## config.mk

```make
export PLATFORM = sky130hd
export DESIGN_NAME = elevator_motion_ctrl
export DESIGN_NICKNAME = d
export VERILOG_FILES = /design/src/rtl/elevator_pkg.sv /design/src/rtl/elevator_motion_ctrl_call_latch.sv /design/src/rtl/elevator_motion_ctrl.sv
export SDC_FILE = /design/constraint.sdc
export NUM_CORES = 1
export LEC_CHECK = 0
export CORE_MARGIN = 8
export CORE_UTILIZATION = 25
export DETAILED_ROUTE_END_ITERATION = 16
export GPL_ROUTABILITY_DRIVEN = 0
export HOLD_SLACK_MARGIN = 0.05
export PLACE_DENSITY = 0.41
export SLEW_MARGIN = 40
export SYNTH_ARGS = -nofsm -noshare
export SYNTH_HDL_FRONTEND = slang
export SYNTH_SLANG_ARGS = --single-unit
```

## constraint.sdc

```tcl
create_clock -name clk -period 7.62 [get_ports clk]
set_input_delay 0.762 -clock clk [delete_from_list [all_inputs] [get_ports clk]]
set_output_delay 0.762 -clock clk [all_outputs]
set_load 0.02 [all_outputs]
```

## src/rtl/elevator_pkg.sv

```systemverilog
// Shared types and constants for the elevator motion/scheduling stage.
// Floor encodings, FSM states, door-stage status codes and floor-mask helpers.
package elevator_pkg;

    typedef logic [1:0] floor_t;

    localparam floor_t ST_FLOOR = 2'b00;
    localparam floor_t ND_FLOOR = 2'b01;
    localparam floor_t RD_FLOOR = 2'b10;

    typedef enum logic [1:0] {
        IDLE   = 2'd0,
        MOVE   = 2'd1,
        ARRIVE = 2'd2,
        STOP   = 2'd3
    } state_t;

    typedef enum logic [1:0] {
        DOOR_CLOSED  = 2'd0,
        DOOR_OPENING = 2'd1,
        DOOR_OPEN    = 2'd2,
        DOOR_CLOSING = 2'd3
    } door_status_t;

    // Call-bit masks for the floors strictly above / below a given floor.
    function automatic logic [2:0] above_mask(input floor_t f);
        case (f)
            ST_FLOOR: return 3'b110;
            ND_FLOOR: return 3'b100;
            default:  return 3'b000;
        endcase
    endfunction

    function automatic logic [2:0] below_mask(input floor_t f);
        case (f)
            ND_FLOOR: return 3'b001;
            RD_FLOOR: return 3'b011;
            default:  return 3'b000;
        endcase
    endfunction

    function automatic logic call_at(input logic [2:0] calls, input floor_t f);
        case (f)
            ST_FLOOR: return calls[0];
            ND_FLOOR: return calls[1];
            RD_FLOOR: return calls[2];
            default:  return 1'b0;
        endcase
    endfunction

    // One floor in the given direction, saturating at the end floors.
    function automatic floor_t step_floor(input floor_t f, input logic up);
        if (up)
            return (f == RD_FLOOR) ? RD_FLOOR : floor_t'(f + 2'd1);
        else
            return (f == ST_FLOOR) ? ST_FLOOR : floor_t'(f - 2'd1);
    endfunction

endpackage

```

## src/rtl/elevator_motion_ctrl_call_latch.sv

```systemverilog
// Pending-call register behind the floor LEDs: set by call buttons, cleared
// when the door cycle at that floor completes; clear beats set.
module call_latch
    import elevator_pkg::*;
(
    input  logic       clk,
    input  logic       rst_n,
    input  logic [2:0] call_btn,
    input  logic       clear_en,
    input  floor_t     clear_floor,
    input  logic       block_en,
    input  floor_t     block_floor,
    output logic [2:0] leds
);

    logic [2:0] set_mask;
    logic [2:0] clr_mask;

    always_comb begin
        set_mask = call_btn;
        clr_mask = 3'b000;
        for (int i = 0; i < 3; i++) begin
            if (block_en && block_floor == floor_t'(i))
                set_mask[i] = 1'b0;
            if (clear_en && clear_floor == floor_t'(i))
                clr_mask[i] = 1'b1;
        end
    end

    always_ff @(posedge clk or negedge rst_n) begin
        if (!rst_n)
            leds <= 3'b000;
        else
            leds <= (leds | set_mask) & ~clr_mask;
    end

endmodule

```

## src/rtl/elevator_motion_ctrl.sv

```systemverilog
// Three-floor elevator motion controller: latches calls, picks a direction,
// steps the cab with a travel timer and hands arrivals to the door stage.
module elevator_motion_ctrl
    import elevator_pkg::*;
#(
    parameter int unsigned TRAVEL_CYCLES = 8
) (
    input  logic       clk,
    input  logic       rst_n,
    input  logic [2:0] call_btn,
    input  logic       emergency,
    input  logic       door_done,
    output logic [1:0] floor,
    output logic [1:0] next_floor,
    output logic [1:0] open_when,
    output logic       open_req,
    output logic       is_mooving,
    output logic       dir_up,
    output logic       st_led,
    output logic       nd_led,
    output logic       rd_led
);

    localparam logic [7:0] TIMER_LOAD = 8'(TRAVEL_CYCLES - 1);

    state_t     state, state_nxt;
    state_t     saved, saved_nxt;
    logic [7:0] timer, timer_nxt;
    floor_t     floor_nxt, next_floor_nxt, stepped;
    logic       dir_nxt, eff_up, ahead_idle, behind_idle, ahead_after;
    logic [2:0] leds;

    call_latch u_call_latch (
        .clk         (clk),
        .rst_n       (rst_n),
        .call_btn    (call_btn),
        .clear_en    (state == ARRIVE && door_done),
        .clear_floor (floor),
        .block_en    (state == ARRIVE),
        .block_floor (floor),
        .leds        (leds)
    );

    assign {rd_led, nd_led, st_led} = leds;
    assign open_req   = (state == ARRIVE);
    assign is_mooving = (state == MOVE);

    always_ff @(posedge clk or negedge rst_n) begin
        if (!rst_n) begin
            state      <= IDLE;
            saved      <= IDLE;
            timer      <= 8'd0;
            floor      <= ST_FLOOR;
            dir_up     <= 1'b1;
            next_floor <= ST_FLOOR;
            open_when  <= ST_FLOOR;
        end else begin
            state      <= state_nxt;
            saved      <= saved_nxt;
            timer      <= timer_nxt;
            floor      <= floor_nxt;
            dir_up     <= dir_nxt;
            next_floor <= next_floor_nxt;
            open_when  <= floor_nxt;
        end
    end

    // End floors force the direction when a new trip is chosen from IDLE.
    always_comb begin
        state_nxt   = state;
        saved_nxt   = saved;
        timer_nxt   = timer;
        floor_nxt   = floor;
        dir_nxt     = dir_up;
        eff_up      = (floor == RD_FLOOR) ? 1'b0 : (floor == ST_FLOOR) ? 1'b1 : dir_up;
        ahead_idle  = |(leds & (eff_up ? above_mask(floor) : below_mask(floor)));
        behind_idle = |(leds & (eff_up ? below_mask(floor) : above_mask(floor)));
        stepped     = step_floor(floor, dir_up);
        ahead_after = |(leds & (dir_up ? above_mask(stepped) : below_mask(stepped)));

        if (floor == 2'b11) begin
            state_nxt = IDLE;
            floor_nxt = ST_FLOOR;
        end else begin
            case (state)
                IDLE: begin
                    if (emergency) begin
                        saved_nxt = IDLE;
                        state_nxt = STOP;
                    end else if (call_at(leds, floor)) begin
                        state_nxt = ARRIVE;
                    end else if (ahead_idle || behind_idle) begin
                        dir_nxt   = ahead_idle ? eff_up : ~eff_up;
                        timer_nxt = TIMER_LOAD;
                        state_nxt = MOVE;
                    end
                end
                MOVE: begin
                    if (emergency) begin
                        saved_nxt = MOVE;
                        state_nxt = STOP;
                    end else if (timer != 8'd0) begin
                        timer_nxt = timer - 8'd1;
                    end else begin
                        floor_nxt = stepped;
                        // A button pressed at the new floor in this very cycle still stops the cab.
                        if (call_at(leds | call_btn, stepped))
                            state_nxt = ARRIVE;
                        else if (ahead_after)
                            timer_nxt = TIMER_LOAD;
                        else
                            state_nxt = IDLE;
                    end
                end
                ARRIVE: begin
                    if (door_done)
                        state_nxt = IDLE;
                end
                STOP: begin
                    if (!emergency)
                        state_nxt = saved;
                end
                default: state_nxt = IDLE;
            endcase
        end

        next_floor_nxt = (state_nxt == MOVE) ? step_floor(floor_nxt, dir_nxt) : floor_nxt;
    end

endmodule

```

== Word-level counts from Yosys, hierarchy flattened ==
Cells that the tools add are included.

* Add/sub/neg operators: 5
* $mul: 0
* Divide/modulo/power cells: 0
* $lt $le $gt $ge: 0
* Equality and inequality tests: 18
* Shift-type cells: 0
* Mux-type cells: 63
* Bitwise logic cells: 9
* Reductions and logical operators: 19

{| class="wikitable"
|+ Operator list
! kind !! number
|-
| two-way mux 8 bit || 7
|-
| two-way mux 2 bit || 23
|-
| two-way mux 1 bit || 21
|-
| one-hot mux 8 bit (2 select lines) || 1
|-
| bitwise AND 3 bit || 4
|-
| equality test 2 bit, second input constant || 6
|-
| inequality test 2 bit, second input constant || 6
|-
| one-hot mux 2 bit (2 select lines) || 3
|-
| one-hot mux 3 bit (2 select lines) || 2
|-
| two-way mux 3 bit || 3
|-
| OR reduction 3 bit || 3
|-
| equality test 2 x 1 -> 1 bit, second input constant || 4
|-
| logical NOT 2 bit || 4
|-
| one-hot mux 2 bit (4 select lines) || 1
|-
| AND reduction 8 bit || 1
|-
| nonzero test 8 bit || 1
|-
| subtractor 8 x 1 -> 8 bit, second input constant || 1
|-
| logical AND 1 bit || 7
|-
| OR 3 bit || 2
|-
| one-hot mux 1 bit (3 select lines) || 2
|-
| adder 2 x 1 -> 2 bit, second input constant || 2
|-
| AND reduction 4 bit || 1
|-
| subtractor 2 x 1 -> 2 bit, second input constant || 2
|-
| inequality test 3 x 1 -> 1 bit, second input constant || 1
|-
| other kinds (5) || 6
|}

* Register bits: 20
* Latch bits: 0
* RAM bits: 0
* Memory bits (read-only): 0
* Input bits: 7
* Output and inout port bits: 12
* Memories: 0

== Longest topological paths before layout ==
* Depth in word-level cells: 16
* Mapped depth: 13
* Gate-level depth less buffers: 13

== Cells and area by module ==
Synthesis repeated with hierarchy kept, for this count alone.

* Cell total of the unflattened synthesis: 164
* Area, all modules: 1542.7 sq um

{| class="wikitable"
|+ By module, submodules not included
! module !! times used !! cells each !! area each (sq um) !! sequential area each (sq um)
|-
| elevator_motion_ctrl || 1 || 149 || 1381.3 || 401.6
|-
| call_latch || 1 || 15 || 161.4 || 75.1
|}

== Worst setup path after synthesis ==
Ideal clock, no wire load.

* Path type: register -> register
* Start: register, netlist name open_when[0]
* End: register timer[1]
* Data arrival time: 2611 ps
* Path slack: 4884 ps
* Cell stages (with the launch flop): 11
* Path buffers: 0
* Clock period less this slack: 2736 ps
* Path through: dfrtp_1 > inv_1 > ha_1 > mux2i_1 > inv_1 > ha_1 > nand2_1 > o211ai_1 > a21oi_2 > nor3_4 > mux2_4

{| class="wikitable"
|+ RTL lines
! item !! line !! text
|-
| end signal: assignment || elevator_motion_ctrl.sv:60 || <nowiki>timer <= timer_nxt;</nowiki>
|-
| end: declaration || elevator_motion_ctrl.sv:28 || <nowiki>logic [7:0] timer, timer_nxt;</nowiki>
|}

==> flow_metrics.tcl <==
set metrics [dict create \
    outcome "complete, no violations" \
    final_design_area_no_fill_mm2 0.00182 \
    vias 1335 \
    drt_iter0_markers 43 \
    cp.arrival_ns 3.10 \
    timing.setup.tns_ns 0 \
    drt_first_pass_iters 4 \
    synth_fp_nets 195 \
    dieWidth_um 95.4 \
    post-cts-setup-buffer-count 0 \
    critPathLaunch "open_when[0]" \
    place_area_mm2 0.00178 \
    cts_tree "built" \
    synth-async-reset-ratio_pct 100 \
    antenna_found_initial 0 \
    crit_required_ns 7.78 \
    fin_util_pct 29.4 \
    crit_slowest_cell "dfrtp_1" \
    synthTopCellsByCount "dfrtp_1 (18), nand2_1 (17), nor2_1 (15)" \
    synthTopCellsByArea "dfrtp_1 (29%), ha_1 (9.5%), a21oi_1 (4.4%)" \
    worst_setup_path_end_kind "flop" \
    seq_area_frac_synth_pct 30.3 \
    die_height_um 95.4 \
    finalCritPeriodShare_pct 38.6 \
    synth_area_leader_cell "dfrtp_1" \
    drc_errors 0 \
    clock_skew_ns 0.0134 \
    slew_headroom_pct 47.2 \
    dpl_worst_slack_ns 4.60 \
    cts_sinks 19 \
    clk_latency_ns 0.26 \
    max-cap-violations 0 \
    path_max_fanout 13 \
    rsz0062_at_grt "no" \
    cts_hold_buf 0 \
    grtUsageTotal_pct 9.17 \
    max_freq_mhz 340 \
    power.density_mw_per_mm2 415 \
    ys_seq_elements 19 \
    drv_slew 0 \
    cp_num_buf_inv 2 \
    finalHoldViolations 0 \
    startpoint_type "flop" \
    ys.flop_type "dfrtp_1" \
    slowest_delay_ns 0.58 \
    synth_edf_count 0 \
    grt_pass1_wl_um 6700 \
    yosysMostFrequentCell "dfrtp_1" \
    finalWirelength_um 3820 \
    design.core.area_mm2 0.00620 \
    ir_worst_vdd_mv 0.197 \
    wl_per_cell_um 14.3 \
    cts_root_buffer "clkbuf_8" \
    htree_levels 1 \
    io_pins 19 \
    row_count 29 \
    synth_top_area_share_pct 28.6 \
    syn-cell-area_mm2 0.00158 \
    worstMarginPinSlew_ns 0.791 \
    vias_per_cell 4.98 \
    synth_cell_types 56 \
    final_layout_size_suffix_gt1_share_pct 15.2 \
    nets 211 \
    regArea_um2 477 \
    setup_viol 0 \
    crit_family "adder cells" \
    dieArea_mm2 0.00910 \
    syn_avg_cell_area_um2 8.95 \
    n_fill_cell 655 \
    r2r_start "open_when[0]" \
    crit_chain "inv_1 -> ha_1 -> mux2i_1 -> inv_1 -> ha_1 -> nand2_1 -> o211ai_1 -> a21oi_2 -> nor3_4 -> mux2_4" \
    ant_nets 0 \
    yosysWarnings 0 \
    numCtsBuffers 3 \
    grt_pass1_vias 1368 \
    cts_buffer_depth 2 \
    synthCells 176 \
    gr-total-overflow 0 \
    port_buffers 18 \
    initial_core_util_pct 25.4 \
    hp-class "input port to async pin" \
    grt_max_degree 20 \
    dp.final_hpwl_um 2850 \
    post_cts_resized 0 \
    path_clk_slew_ns 0.08 \
    finalCriticalPeriod_ns 2.94 \
    multiInputGateArea_um2 983 \
    layout_setup_ws_ns 4.68 \
    area_growth_syn_to_layout_pct 15.6 \
    insertedDiodeCount 0 \
    leakagePower_nw 0.745 \
    path_class "flop to flop" \
]
-- worst paths after layout --
path                                  to  slack (ns)  cells after the start
worst max-delay path            timer[1]        4.68                     10
worst min-delay path            timer[0]        0.44                      1
worst max register to register  timer[1]        4.68                     10
worst min register to register  saved[0]        0.52                      1
max in group asynchronous         dir_up        6.83                      1
min in group clk                saved[0]        0.52                      1
-- worst register-to-register path, cell delays in order (launching register included) --
cell      delay, ns
dfrtp_1        0.58
inv_1          0.17
ha_1           0.39
mux2i_1        0.26
inv_1          0.07
ha_1           0.27
nand2_1        0.04
o211ai_1       0.29
a21oi_2        0.12
nor3_4         0.31
mux2_4         0.33
-- sequential cells by signal, summed over array words and instances (netlist names) --
signal / cells
saved: 1
open_when: 2
u_call_latch.leds: 3
next_floor: 2
dir_up: 1
timer: 8
state: 2
-- cell families after synthesis --
| kind of cell | Yosys count | synth area share [%] |
|---|---|---|
| compound gates | 42 | 18.6 |
| fa+ha+maj | 12 | 9.53 |
| simple gates | 75 | 28.0 |
| buf+inv | 19 | 7.31 |
| flops | 19 | 30.3 |
| mux | 9 | 6.35 |
-- per-layer routing --
metal	up-vias	global-route usage (%)	wire, um
met5	-	0	0
li1	663	-	-
met4	0	4.23	55
met2	22	15.4	1850
met1	646	11.4	1830
met3	4	1.26	91
-- power breakdown --
part / total (mW) / switching [mW] / internal, mW / leakage (nW)
Sequential: 0.206 / 0.0660 / 0.139 / 0.221
Clock: 0.0736 / 0.0364 / 0.0372 / 0.0228
Combinational: 0.476 / 0.263 / 0.213 / 0.501
Total: 0.755 / 0.366 / 0.390 / 0.745
-- layout by cell type, fill, tap and decap left out, types with 2 or more instances in the layout --
| master | count |
|---|---|
| or3_1 | 5 |
| mux2i_1 | 4 |
| nand2_1 | 17 |
| nor2_1 | 15 |
| o21ai_0 | 2 |
| clkdlybuf4s50_1 | 17 |
| a21oi_2 | 2 |
| and3_1 | 2 |
| clkbuf_8 | 3 |
| nand2b_1 | 5 |
| nand4_1 | 5 |
| ha_1 | 12 |
| dfrtp_1 | 18 |
| nor3_1 | 9 |
| a22o_1 | 2 |
| inv_1 | 11 |
| mux2_2 | 4 |
| a31oi_1 | 7 |
| a21oi_1 | 14 |
-- stage by stage --
stage / instances / total power [mW] / hold slack (ns)
6_report: 268 / 0.755 / 0.436
5_1_grt: 268 / 0.828 / 0.488
4_1_cts: 268 / 0.762 / 0.460
3_5_place_dp: 264 / 0.684 / 0.500
3_3_place_gp: 264 / 0.696 / 0.494
2_1_floorplan: 176 / 0.556 / 0.466
-- cell type report --
class	count	area share, %
Clock buffer	4	2.47
Inverter	12	2.47
Multi-Input combinational cell	138	54.0
Sequential cell	19	26.2
Tap cell	77	5.29
Timing Repair Buffer	18	9.62
Power figures use the tool's default switching activity.
